`src/rtl/mem_port_arbiter_pkg.sv`:
```
// Shared types and defaults for the fetch/data memory port arbiter.
// Holds the FSM state encoding and the default bus widths.
package mem_port_arbiter_pkg;

    localparam int ARB_ADDR_W = 32;
    localparam int ARB_DATA_W = 32;
    localparam int ARB_CNT_W  = 4;

    typedef enum logic [1:0] {
        ARB_IDLE   = 2'd0,
        ARB_I_BUSY = 2'd1,
        ARB_D_BUSY = 2'd2
    } arb_state_t;

endpackage

```
`src/rtl/mem_port_arbiter_if.sv`:
```
// Requester and memory-side bus bundle for mem_port_arbiter.
// master = the arbiter, slave = pipeline stages plus memory.
interface mem_port_arbiter_if
    import mem_port_arbiter_pkg::*;
#(
    parameter int ADDR_W = ARB_ADDR_W,
    parameter int DATA_W = ARB_DATA_W
);

    logic              i_req;
    logic [ADDR_W-1:0] i_addr;
    logic [DATA_W-1:0] i_rdata;
    logic              i_ready;
    logic              i_stall;

    logic              d_req;
    logic              d_we;
    logic [ADDR_W-1:0] d_addr;
    logic [DATA_W-1:0] d_wdata;
    logic [DATA_W-1:0] d_rdata;
    logic              d_ready;
    logic              d_stall;

    logic              mem_req;
    logic              mem_we;
    logic [ADDR_W-1:0] mem_addr;
    logic [DATA_W-1:0] mem_wdata;
    logic [DATA_W-1:0] mem_rdata;
    logic              mem_ack;

    modport master (
        input  i_req, i_addr, d_req, d_we, d_addr, d_wdata,
        input  mem_rdata, mem_ack,
        output i_rdata, i_ready, i_stall,
        output d_rdata, d_ready, d_stall,
        output mem_req, mem_we, mem_addr, mem_wdata
    );

    modport slave (
        output i_req, i_addr, d_req, d_we, d_addr, d_wdata,
        output mem_rdata, mem_ack,
        input  i_rdata, i_ready, i_stall,
        input  d_rdata, d_ready, d_stall,
        input  mem_req, mem_we, mem_addr, mem_wdata
    );

endinterface

```
`src/rtl/mem_arb_perf_cnt.sv`:
```
// Wait-cycle and starvation counters for mem_port_arbiter.
// Only built when MEM_ARB_PERF_CNT_EN is defined.
module mem_arb_perf_cnt (
    input  logic        clk,
    input  logic        rst_n,
    input  logic        i_stall,
    input  logic        d_stall,
    input  logic        starve,
    output logic [31:0] perf_i_wait,
    output logic [31:0] perf_d_wait,
    output logic [31:0] perf_starve
);

    always_ff @(posedge clk or negedge rst_n) begin
        if (!rst_n) begin
            perf_i_wait <= '0;
            perf_d_wait <= '0;
            perf_starve <= '0;
        end else begin
            if (i_stall) perf_i_wait <= perf_i_wait + 32'd1;
            if (d_stall) perf_d_wait <= perf_d_wait + 32'd1;
            if (starve)  perf_starve <= perf_starve + 32'd1;
        end
    end

endmodule

```
`src/rtl/mem_port_arbiter.sv`:
```
// Single memory port shared by fetch and LD/ST with bounded data bursts.
// Optional perf counters enabled by defining MEM_ARB_PERF_CNT_EN.
module mem_port_arbiter
    import mem_port_arbiter_pkg::*;
#(
    parameter int ADDR_W      = ARB_ADDR_W,
    parameter int DATA_W      = ARB_DATA_W,
    parameter int MAX_D_BURST = 4
) (
    input  logic               clk,
    input  logic               rst_n,
    mem_port_arbiter_if.master bus
`ifdef MEM_ARB_PERF_CNT_EN
    ,
    output logic [31:0]        perf_i_wait,
    output logic [31:0]        perf_d_wait,
    output logic [31:0]        perf_starve
`endif
);

    localparam logic [ARB_CNT_W-1:0] MAX_C = ARB_CNT_W'(MAX_D_BURST);

    arb_state_t           state, state_nx;
    logic [ARB_CNT_W-1:0] cnt, cnt_nx;
    logic                 req_q, req_nx;
    logic                 we_q, we_nx;
    logic [ADDR_W-1:0]    addr_q, addr_nx;
    logic [DATA_W-1:0]    wdata_q, wdata_nx;
    logic                 i_ready, d_ready;

    always_ff @(posedge clk or negedge rst_n) begin
        if (!rst_n) begin
            state   <= ARB_IDLE;
            cnt     <= '0;
            req_q   <= 1'b0;
            we_q    <= 1'b0;
            addr_q  <= '0;
            wdata_q <= '0;
        end else begin
            state   <= state_nx;
            cnt     <= cnt_nx;
            req_q   <= req_nx;
            we_q    <= we_nx;
            addr_q  <= addr_nx;
            wdata_q <= wdata_nx;
        end
    end

    // Data wins ties until it has taken MAX_D_BURST grants over a waiting fetch.
    always_comb begin
        state_nx = state;
        cnt_nx   = cnt;
        req_nx   = req_q;
        we_nx    = we_q;
        addr_nx  = addr_q;
        wdata_nx = wdata_q;
        unique case (state)
            ARB_IDLE: begin
                if (bus.d_req && (!bus.i_req || cnt < MAX_C)) begin
                    state_nx = ARB_D_BUSY;
                    req_nx   = 1'b1;
                    we_nx    = bus.d_we;
                    addr_nx  = bus.d_addr;
                    wdata_nx = bus.d_wdata;
                    cnt_nx   = bus.i_req ? cnt + 1'b1 : '0;
                end else if (bus.i_req) begin
                    state_nx = ARB_I_BUSY;
                    req_nx   = 1'b1;
                    we_nx    = 1'b0;
                    addr_nx  = bus.i_addr;
                    cnt_nx   = '0;
                end else begin
                    cnt_nx   = '0;
                end
            end
            ARB_I_BUSY, ARB_D_BUSY: begin
                if (bus.mem_ack) begin
                    state_nx = ARB_IDLE;
                    req_nx   = 1'b0;
                end
            end
            default: begin
                state_nx = ARB_IDLE;
                req_nx   = 1'b0;
            end
        endcase
    end

    assign i_ready = bus.mem_ack & (state == ARB_I_BUSY);
    assign d_ready = bus.mem_ack & (state == ARB_D_BUSY);

    assign bus.i_ready   = i_ready;
    assign bus.d_ready   = d_ready;
    assign bus.i_rdata   = bus.mem_rdata;
    assign bus.d_rdata   = bus.mem_rdata;
    assign bus.i_stall   = bus.i_req & ~i_ready;
    assign bus.d_stall   = bus.d_req & ~d_ready;
    assign bus.mem_req   = req_q;
    assign bus.mem_we    = we_q;
    assign bus.mem_addr  = addr_q;
    assign bus.mem_wdata = wdata_q;

`ifdef MEM_ARB_PERF_CNT_EN
    logic starve;

    assign starve = (state == ARB_IDLE) & bus.i_req & bus.d_req
                  & (cnt == MAX_C);

    mem_arb_perf_cnt u_perf (
        .clk         (clk),
        .rst_n       (rst_n),
        .i_stall     (bus.i_stall),
        .d_stall     (bus.d_stall),
        .starve      (starve),
        .perf_i_wait (perf_i_wait),
        .perf_d_wait (perf_d_wait),
        .perf_starve (perf_starve)
    );
`endif

endmodule

```
`src/flat_wrapper.sv`:
```
// flat-port wrapper written by rule: the top's interface ports become plain ports
module mem_port_arbiter_flat import mem_port_arbiter_pkg::*;
#(
    parameter int ADDR_W      = ARB_ADDR_W,
    parameter int DATA_W      = ARB_DATA_W,
    parameter int MAX_D_BURST = 4
)
  (clk, rst_n, bus_i_req, bus_i_addr, bus_d_req, bus_d_we, bus_d_addr, bus_d_wdata, bus_mem_rdata, bus_mem_ack, bus_i_rdata, bus_i_ready, bus_i_stall, bus_d_rdata, bus_d_ready, bus_d_stall, bus_mem_req, bus_mem_we, bus_mem_addr, bus_mem_wdata);
  mem_port_arbiter_if #(.ADDR_W(ADDR_W), .DATA_W(DATA_W)) bus_i ();
  input  logic clk;
  input  logic rst_n;
  input wire logic [$bits(bus_i.i_req)-1:0] bus_i_req;
  input wire logic [$bits(bus_i.i_addr)-1:0] bus_i_addr;
  input wire logic [$bits(bus_i.d_req)-1:0] bus_d_req;
  input wire logic [$bits(bus_i.d_we)-1:0] bus_d_we;
  input wire logic [$bits(bus_i.d_addr)-1:0] bus_d_addr;
  input wire logic [$bits(bus_i.d_wdata)-1:0] bus_d_wdata;
  input wire logic [$bits(bus_i.mem_rdata)-1:0] bus_mem_rdata;
  input wire logic [$bits(bus_i.mem_ack)-1:0] bus_mem_ack;
  output wire logic [$bits(bus_i.i_rdata)-1:0] bus_i_rdata;
  output wire logic [$bits(bus_i.i_ready)-1:0] bus_i_ready;
  output wire logic [$bits(bus_i.i_stall)-1:0] bus_i_stall;
  output wire logic [$bits(bus_i.d_rdata)-1:0] bus_d_rdata;
  output wire logic [$bits(bus_i.d_ready)-1:0] bus_d_ready;
  output wire logic [$bits(bus_i.d_stall)-1:0] bus_d_stall;
  output wire logic [$bits(bus_i.mem_req)-1:0] bus_mem_req;
  output wire logic [$bits(bus_i.mem_we)-1:0] bus_mem_we;
  output wire logic [$bits(bus_i.mem_addr)-1:0] bus_mem_addr;
  output wire logic [$bits(bus_i.mem_wdata)-1:0] bus_mem_wdata;
  assign bus_i.i_req = bus_i_req;
  assign bus_i.i_addr = bus_i_addr;
  assign bus_i.d_req = bus_d_req;
  assign bus_i.d_we = bus_d_we;
  assign bus_i.d_addr = bus_d_addr;
  assign bus_i.d_wdata = bus_d_wdata;
  assign bus_i.mem_rdata = bus_mem_rdata;
  assign bus_i.mem_ack = bus_mem_ack;
  assign bus_i_rdata = bus_i.i_rdata;
  assign bus_i_ready = bus_i.i_ready;
  assign bus_i_stall = bus_i.i_stall;
  assign bus_d_rdata = bus_i.d_rdata;
  assign bus_d_ready = bus_i.d_ready;
  assign bus_d_stall = bus_i.d_stall;
  assign bus_mem_req = bus_i.mem_req;
  assign bus_mem_we = bus_i.mem_we;
  assign bus_mem_addr = bus_i.mem_addr;
  assign bus_mem_wdata = bus_i.mem_wdata;
  mem_port_arbiter #(.ADDR_W(ADDR_W), .DATA_W(DATA_W), .MAX_D_BURST(MAX_D_BURST)) u_core (.clk(clk), .rst_n(rst_n), .bus(bus_i));
endmodule
```
`config.mk`:
```
export PLATFORM = sky130hd
export DESIGN_NAME = mem_port_arbiter_flat
export DESIGN_NICKNAME = d
export VERILOG_FILES = /design/src/rtl/mem_port_arbiter_pkg.sv /design/src/rtl/mem_port_arbiter_if.sv /design/src/rtl/mem_arb_perf_cnt.sv /design/src/rtl/mem_port_arbiter.sv /design/src/flat_wrapper.sv
export SDC_FILE = /design/constraint.sdc
export NUM_CORES = 1
export LEC_CHECK = 0
export CAP_MARGIN = 20
export CORE_ASPECT_RATIO = 1.2
export CORE_MARGIN = 2
export CORE_UTILIZATION = 32
export CTS_CLUSTER_SIZE = 20
export DETAILED_ROUTE_END_ITERATION = 7
export PLACE_DENSITY = 0.77
export RECOVER_POWER = 100
export SLEW_MARGIN = 0
export SYNTH_ARGS = -nofsm -noshare
export SYNTH_HDL_FRONTEND = slang
export SYNTH_SLANG_ARGS = --single-unit
```
`constraint.sdc`:
```
create_clock -name clk -period 1.45 [get_ports clk]
set_clock_uncertainty 0.05 [all_clocks]
set_input_delay 0.435 -clock clk [delete_from_list [all_inputs] [get_ports clk]]
set_output_delay 0.435 -clock clk [all_outputs]
set_load 0.02 [all_outputs]
```
==> flow_summary.toml, run 1 <==
[synth]
synth_fp_nets = 495
synth.distinct_cells = 25
yosys_warnings = 0
ys_top_cells_by_area = "dfrtp_1, buf_4, mux2_4"
ys_seq_elements = 72
yosysSeqAreaShare_pct = 47.1
netlist.area_leader.share_pct = 47.1
synth.avg_cell_area_um2 = 10.7
synthCells = 357
synth_area_leader_cell = "dfrtp_1"
synth.cell_area_um2 = 3830

[setup_path]
critPathMaxStageDelay_ps = 400
worstSetupEndpointType = "primary output"
path_cells = "inv_2, ha_2, and2_4, nor2b_4, buf_6"
worstPathRequired_ps = 970
path_buf_inv = 2
critPathSlowestCell = "dfrtp_1"
cp-start-kind = "flop"
path_class = "reg -> out"
cp.arrival_ps = 1350
cp_top_family = "flip-flops"
critical_path.max_fanout = 3

[drt]
drt-pass1-iter-count = 4
via_count = 3339
wire_per_inst_um = 20.6
ant_nets = 0
drt_iter0_drc = 91
post_drt_via_cell_ratio = 5.05
routed_wl_mm = 13.6
drc = 0

[placed_design]
place_ws_ps = -868
dp_hpwl_mm = 8.51
place.gp.congestion = 0.768
portBuffers = 171
placed_area_um2 = 5400

[sta]
setup_viol = 74
period_share_pct = 126
rsz0062_at_grt = "yes"
max_freq_mhz = 546
layout_setup_ws_ps = -380
slew_headroom_pct = 22.3
worst_pin_slew_ps = 1170
drv_slew = 0
report.final.hold_viol_count = 0
finalCriticalPeriod_ps = 1830

[global_route]
first_global_vias = 3519
grt_pass1_wl_mm = 19.9
grt_max_degree = 47
gr-usage-all-layers_pct = 20.6
antenna_found_initial = 0
grt-ovfl-total = 0

[floorplan]
die_w_um = 104
rows = 43
die_area_um2 = 12900
core_um2 = 11600
initial_core_util_pct = 32.9
die_h_um = 124
io_pins = 268

[clock_network]
cts_tree = "yes"
worstSkewPairLatency_ps = 340
clock-root-buffer = "clkbuf_16"
cts-buffers-inserted = 9
clk_path_buf_depth = 2
clk_pin_slew_ps = 60
htreeDepth = 3
ctsHoldBuffers = 0
clock_sinks = 72

[status]
violations = "setup timing"
status = "finished with violations"

[power]
ir_worst_vdd_v = 0.000778
cellPowerDensity_nw_per_um2 = 2320
leakage_nw = 2.78

[layout]
stdcell_area_um2 = 6020
layout-drive-gt1-share_pct = 42.5
n_fill_cell = 1029
final_nets = 637
area_growth_pct = 57.2
diodes = 0

[job]
max_cap_violations = 0

[min_path]
hold_class = "in -> async"
[path summary, 6_finish.rpt]
check / slack [ps] / cells after the start / startpoint / endpoint
setup / recovery: -380 / 5 / u_core.state[1] / bus_i_stall
hold / removal: 200 / 2 / rst_n / u_core.bus.mem_addr[17]
setup reg to reg: -330 / 8 / u_core.state[1] / u_core.bus.mem_wdata[28]
hold reg to reg: 420 / 1 / u_core.bus.mem_req / u_core.bus.mem_req
max in group asynchronous: 240 / 2 / rst_n / u_core.bus.mem_wdata[21]
min in group clk: 420 / 1 / u_core.bus.mem_req / u_core.bus.mem_req
[registers in the layout, indices dropped and copies added (netlist names)]
signal	flops
u_core.bus.mem_req	1
u_core.state	2
u_core.bus.mem_we	1
u_core.bus.mem_wdata	32
u_core.bus.mem_addr	32
u_core.cnt	4
[per-layer routing]
layer | track usage [%] | vias up | wire length [um] | part of all wire (%)
met4 | 13.8 | 0 | 692 | 5.1
met2 | 35.6 | 234 | 6870 | 50
li1 | - | 1463 | - | -
met5 | 0 | - | 0 | 0
met1 | 21.4 | 1585 | 4670 | 34
met3 | 7.33 | 57 | 1390 | 10
[area by class of cell]
cell class	count	area [um^2]	area share, %
multi-input combinational	190	1580	26.3
tap	157	196	3.26
sequential	72	1800	29.9
clock buffer	12	256	4.26
clock inverter	4	76.3	1.27
inverter	5	18.8	0.312
timing repair buffer	221	2090	34.7
[cell families (layout without fill, tap and decap cells)]
group / count (synthesis) / in the layout / share of synthesized area (%)
simple gates: 111 / 111 / 13.9
flops: 72 / 72 / 47.1
mux: 33 / 33 / 12.6
compound gates: 42 / 42 / 8.43
buf+inv: 95 / 242 / 16.7
fa+ha+maj: 4 / 4 / 1.31
[Yosys cell counts]
cell      count
dfrtp_1      72
nand2_1      67
buf_4        66
nand4_1      33
o211ai_1     32
mux2_4       30
clkbuf_1     11
buf_2        10
inv_1         5
ha_1          4
nor2b_1       4
and2_1        3
buf_6         3
a21o_1        2
a22o_1        2
mux2_1        2
nor2_1        2
o22ai_1       2
mux2i_1       1
nand3_1       1
nand3_4       1
o21a_1        1
o21ai_1       1
o21ai_2       1
o21ai_4       1
[stage by stage]
stage               TNS [ps]  utilization [%]  cells  power (W)  hold WS (ps)
floorplan              -2480                -    357    0.00753          89.4
global placement      -37260             46.5    621     0.0104           374
detailed placement    -41610             46.5    621     0.0106           381
CTS                   -13680             50.9    660     0.0137          13.6
global route          -22940             51.8    661     0.0147           284
finish                -17430             51.8    661     0.0140           203
[power by group]
group | total [W] | internal, W | leakage [nW] | switching [W]
clock network | 0.00249 | 0.00160 | 0.159 | 0.000884
registers | 0.00364 | 0.00301 | 0.867 | 0.000627
logic | 0.00783 | 0.00385 | 1.76 | 0.00398
[layout by cell type, fill, tap and decap left out, types with 2 or more instances in the layout]
| cell type | instances |
|---|---|
| o21ai_4 | 2 |
| dlygate4sd2_1 | 2 |
| inv_1 | 3 |
| nand2_1 | 39 |
| nand2_2 | 19 |
| clkbuf_2 | 3 |
| ha_2 | 2 |
| nand4_1 | 33 |
| o211ai_1 | 32 |
| bufbuf_16 | 2 |
| clkbuf_8 | 2 |
| nor2b_4 | 2 |
| clkbuf_16 | 10 |
| bufinv_16 | 2 |
| buf_12 | 10 |
| buf_16 | 4 |
| a21o_1 | 2 |
| nand2_4 | 9 |
| mux2_4 | 32 |
| a22o_1 | 2 |
| inv_2 | 2 |
| clkbuf_1 | 2 |
| buf_2 | 65 |
| and2_4 | 2 |
| nor2b_1 | 2 |
| buf_4 | 14 |
| buf_6 | 22 |
| clkdlybuf4s50_1 | 97 |
| dfrtp_1 | 72 |
[repair_timing]
| action | 4_1_cts | 5_1_grt |
|---|---|---|
| gates cloned | 10 | 1 |
| pin swaps | 1 | 22 |
| gates resized for setup | 315 | 63 |
| endpoints found under the setup margin | 139 | 75 |
| setup buffers | 13 | 13 |
Power figures use the tool's default switching activity.
==> run 2, diff against run 1 <==
--- a/config.mk
+++ b/config.mk
@@ -8,12 +8,13 @@
 export CAP_MARGIN = 20
 export CORE_ASPECT_RATIO = 1.2
 export CORE_MARGIN = 2
-export CORE_UTILIZATION = 32
+export CORE_UTILIZATION = 38
 export CTS_CLUSTER_SIZE = 20
 export DETAILED_ROUTE_END_ITERATION = 7
-export PLACE_DENSITY = 0.77
-export RECOVER_POWER = 100
+export PLACE_DENSITY = 0.86
+export RECOVER_POWER = 25
 export SLEW_MARGIN = 0
 export SYNTH_ARGS = -nofsm -noshare
 export SYNTH_HDL_FRONTEND = slang
+export SYNTH_HIERARCHICAL = 1
 export SYNTH_SLANG_ARGS = --single-unit
==> constraint.sdc (replaced) <==
create_clock -name clk -period 2.3 [get_ports clk]
set_clock_uncertainty 0.05 [all_clocks]
set_input_delay 0.69 -clock clk [delete_from_list [all_inputs] [get_ports clk]]
set_output_delay 0.69 -clock clk [all_outputs]
set_load 0.02 [all_outputs]
==> run 2 against run 1 <==
  * Utilization rose by 3.8 points
  * The run now ends clean
  * Largest power group unchanged
  * Non-clock buffer count fell by 35
  * Largest cell class unchanged
  * Final area fell by 8.0%
  * Wire length fell by 15%
  * Highest routed layer unchanged
  * Count of clock-buffer cells in the layout fell by 3
==> flow_summary.toml, run 2 <==
[setup_path]
cp-start-kind = "input port"
critPathMaxStageDelay_ps = 510
setup.worst_path.start = "bus_i_req"
worstPathRequired_ps = 1560
path_cells = "clkdlybuf4s50_1, nor2b_1, buf_2"
critical_path.max_fanout = 2
cp_top_family = "buffers and inverters"
cp.arrival_ps = 1530
worstSetupEndpointType = "primary output"
path_class = "in -> out"
critPathSlowestCell = "clkdlybuf4s50_1"
r2r_start = "u_core/state[0]"
path_buf_inv = 2

[layout]
most-common-layout-cells = "clkdlybuf4s50_1, dfrtp_1, nand2_1"
final_nets = 605
layout-drive-gt1-share_pct = 14.6
layout_commonest_cell = "clkdlybuf4s50_1"
diodes = 0
area_growth_pct = 43.4

[floorplan]
die_h_um = 114
core_um2 = 9960
io_pins = 268
die_area_um2 = 11000
die_w_um = 96.0
initial_core_util_pct = 38.8
rows = 40

[status]
status = "finished clean"

[global_route]
grt_pass1_wl_mm = 17.3
first_global_vias = 3248
antenna_found_initial = 0
grt_max_degree = 41
grt-ovfl-total = 0
gr-usage-all-layers_pct = 21.2

[clock_network]
cts_tree = "yes"
post_cts_buffers = 0
clock_sinks = 72
ctsHoldBuffers = 0
ctsResizeCount = 20
clock-root-buffer = "clkbuf_16"
clk_path_buf_depth = 2
cts-buffers-inserted = 9
htreeDepth = 3
worstSkewPairLatency_ps = 320
clk_pin_slew_ps = 60

[synth]
netlist.area_leader.share_pct = 46.7
synth.distinct_cells = 27
yosysMostFrequentCell = "dfrtp_1"
synth_area_leader_cell = "dfrtp_1"
synth-async-reset-ratio_pct = 100
ys_seq_elements = 72
synth_common_cells = "dfrtp_1, nand2_1, buf_4, nand4_1, o211ai_1"
ys_top_cells_by_area = "dfrtp_1, buf_4, mux2_4"
synth_fp_nets = 498
synth.cell_area_um2 = 3860
synth.avg_cell_area_um2 = 10.7
yosysSeqAreaShare_pct = 46.7
synthCells = 360
synth_ff_type = "dfrtp_1"
yosys_warnings = 6
synth_edf_count = 0

[power]
cellPowerDensity_nw_per_um2 = 1410
ir_worst_vdd_v = 0.000565
leakage_nw = 2.34

[drt]
routed_wl_mm = 11.6
drt_iter0_drc = 114
drc = 0
ant_nets = 0
drt-pass1-iter-count = 4
post_drt_via_cell_ratio = 5.13
via_count = 3069
wire_per_inst_um = 19.4

[placed_design]
place_ws_ps = -515
place.gp.congestion = 0.740
dp_hpwl_mm = 8.89
portBuffers = 171

[sta]
finalCriticalPeriod_ps = 2270
tns_ps = 0
drv_slew = 0
setup_viol = 0
worst_pin_slew_ps = 865
period_share_pct = 98.7
whs_ps = 407
report.final.hold_viol_count = 0
rsz0062_at_grt = "no"
slew_headroom_pct = 42.3
max_freq_mhz = 440
layout_setup_ws_ps = 28.9

[job]
max_cap_violations = 0

[min_path]
hold_class = "in -> async"
==> run 2: changes by cell type after synthesis, sizes merged <==
| cell | before | now |
|---|---|---|
| a31o | 0 | 1 |
| buf | 79 | 80 |
| clkbuf | 11 | 10 |
| mux2i | 1 | 0 |
| nand2 | 67 | 68 |
| nand4 | 33 | 32 |
| nor2 | 2 | 4 |
| nor2b | 4 | 5 |
==> run 2: layout make-up <==
cell class	instances	area (um^2)
tap	126	158
multi-input combinational	193	1390
inverter	5	18.8
sequential	72	1800
fill	830	4420
clock inverter	7	71.3
timing repair buffer	186	1870
clock buffer	9	225
==> run 2: path summary, 6_finish.rpt <==
check / endpoint / slack, ps / cells past startpoint
worst max-delay path: bus_i_stall / 30 / 3
worst min-delay path: u_core/bus.mem_wdata[1] / 410 / 1
worst max register to register: u_core/bus.mem_addr[24] / 470 / 7
min in group clk: u_core/bus.mem_addr[21] / 440 / 2
max in group asynchronous: u_core/bus.mem_wdata[20] / 420 / 2
worst min register to register: u_core/bus.mem_addr[21] / 440 / 2
==> run 2: per-layer routing <==
layer / routed length (um) / up-vias / GRT usage, % / share of wire, %
met5: 0 / - / 0 / 0
met4: 363 / 0 / 9.71 / 3.1
met3: 1540 / 33 / 11.3 / 13
met2: 5760 / 208 / 35.3 / 50
met1: 3940 / 1434 / 21.6 / 34
li1: - / 1394 / - / -
==> run 2: cells by family (layout without fill, tap and decap cells) <==
family,after synthesis,after routing,synth area share (%)
buffers and inverters,95,207,17.3
AOI/OAI and AO/OA,43,43,8.59
and+or+nand+nor,114,114,13.9
muxes,32,32,12.2
DFF,72,72,46.7
adders and majority gates,4,4,1.30
==> run 2: per-stage QoR <==
stage / instance area, um^2 / utilization, % / power (W) / std cells
after detailed placement: 5250 / 52.7 / 0.00645 / 582
after CTS: 5550 / 55.7 / 0.00787 / 598
final: 5540 / 55.6 / 0.00780 / 598
after global placement: 5250 / 52.7 / 0.00632 / 582
after floorplan: 3860 / - / 0.00474 / 360
after global routing: 5540 / 55.6 / 0.00827 / 598
==> run 2: worst register-to-register path: cells and delay by family (launching register included) <==
family	cells	cell delay (ps)
buffers and inverters	3	570
AOI/OAI and AO/OA	2	410
DFF	1	410
adders and majority gates	1	220
and+or+nand+nor	1	80
==> run 2: report_power, final <==
part	switching [W]	leakage [nW]	internal [W]	total, W
logic	0.00204	1.34	0.00211	0.00416
registers	0.000365	0.867	0.00190	0.00226
clock network	0.000542	0.138	0.000839	0.00138
total	0.00295	2.34	0.00485	0.00780
==> run 3, diff against run 2 <==
--- a/config.mk
+++ b/config.mk
@@ -9,7 +9,7 @@
 export CORE_ASPECT_RATIO = 1.2
 export CORE_MARGIN = 2
 export CORE_UTILIZATION = 38
-export CTS_CLUSTER_SIZE = 20
+export CTS_CLUSTER_SIZE = 40
 export DETAILED_ROUTE_END_ITERATION = 7
 export PLACE_DENSITY = 0.86
 export RECOVER_POWER = 25
==> results of run 3 <==
Final layout, timing and power as in run 2 (identical DEF).
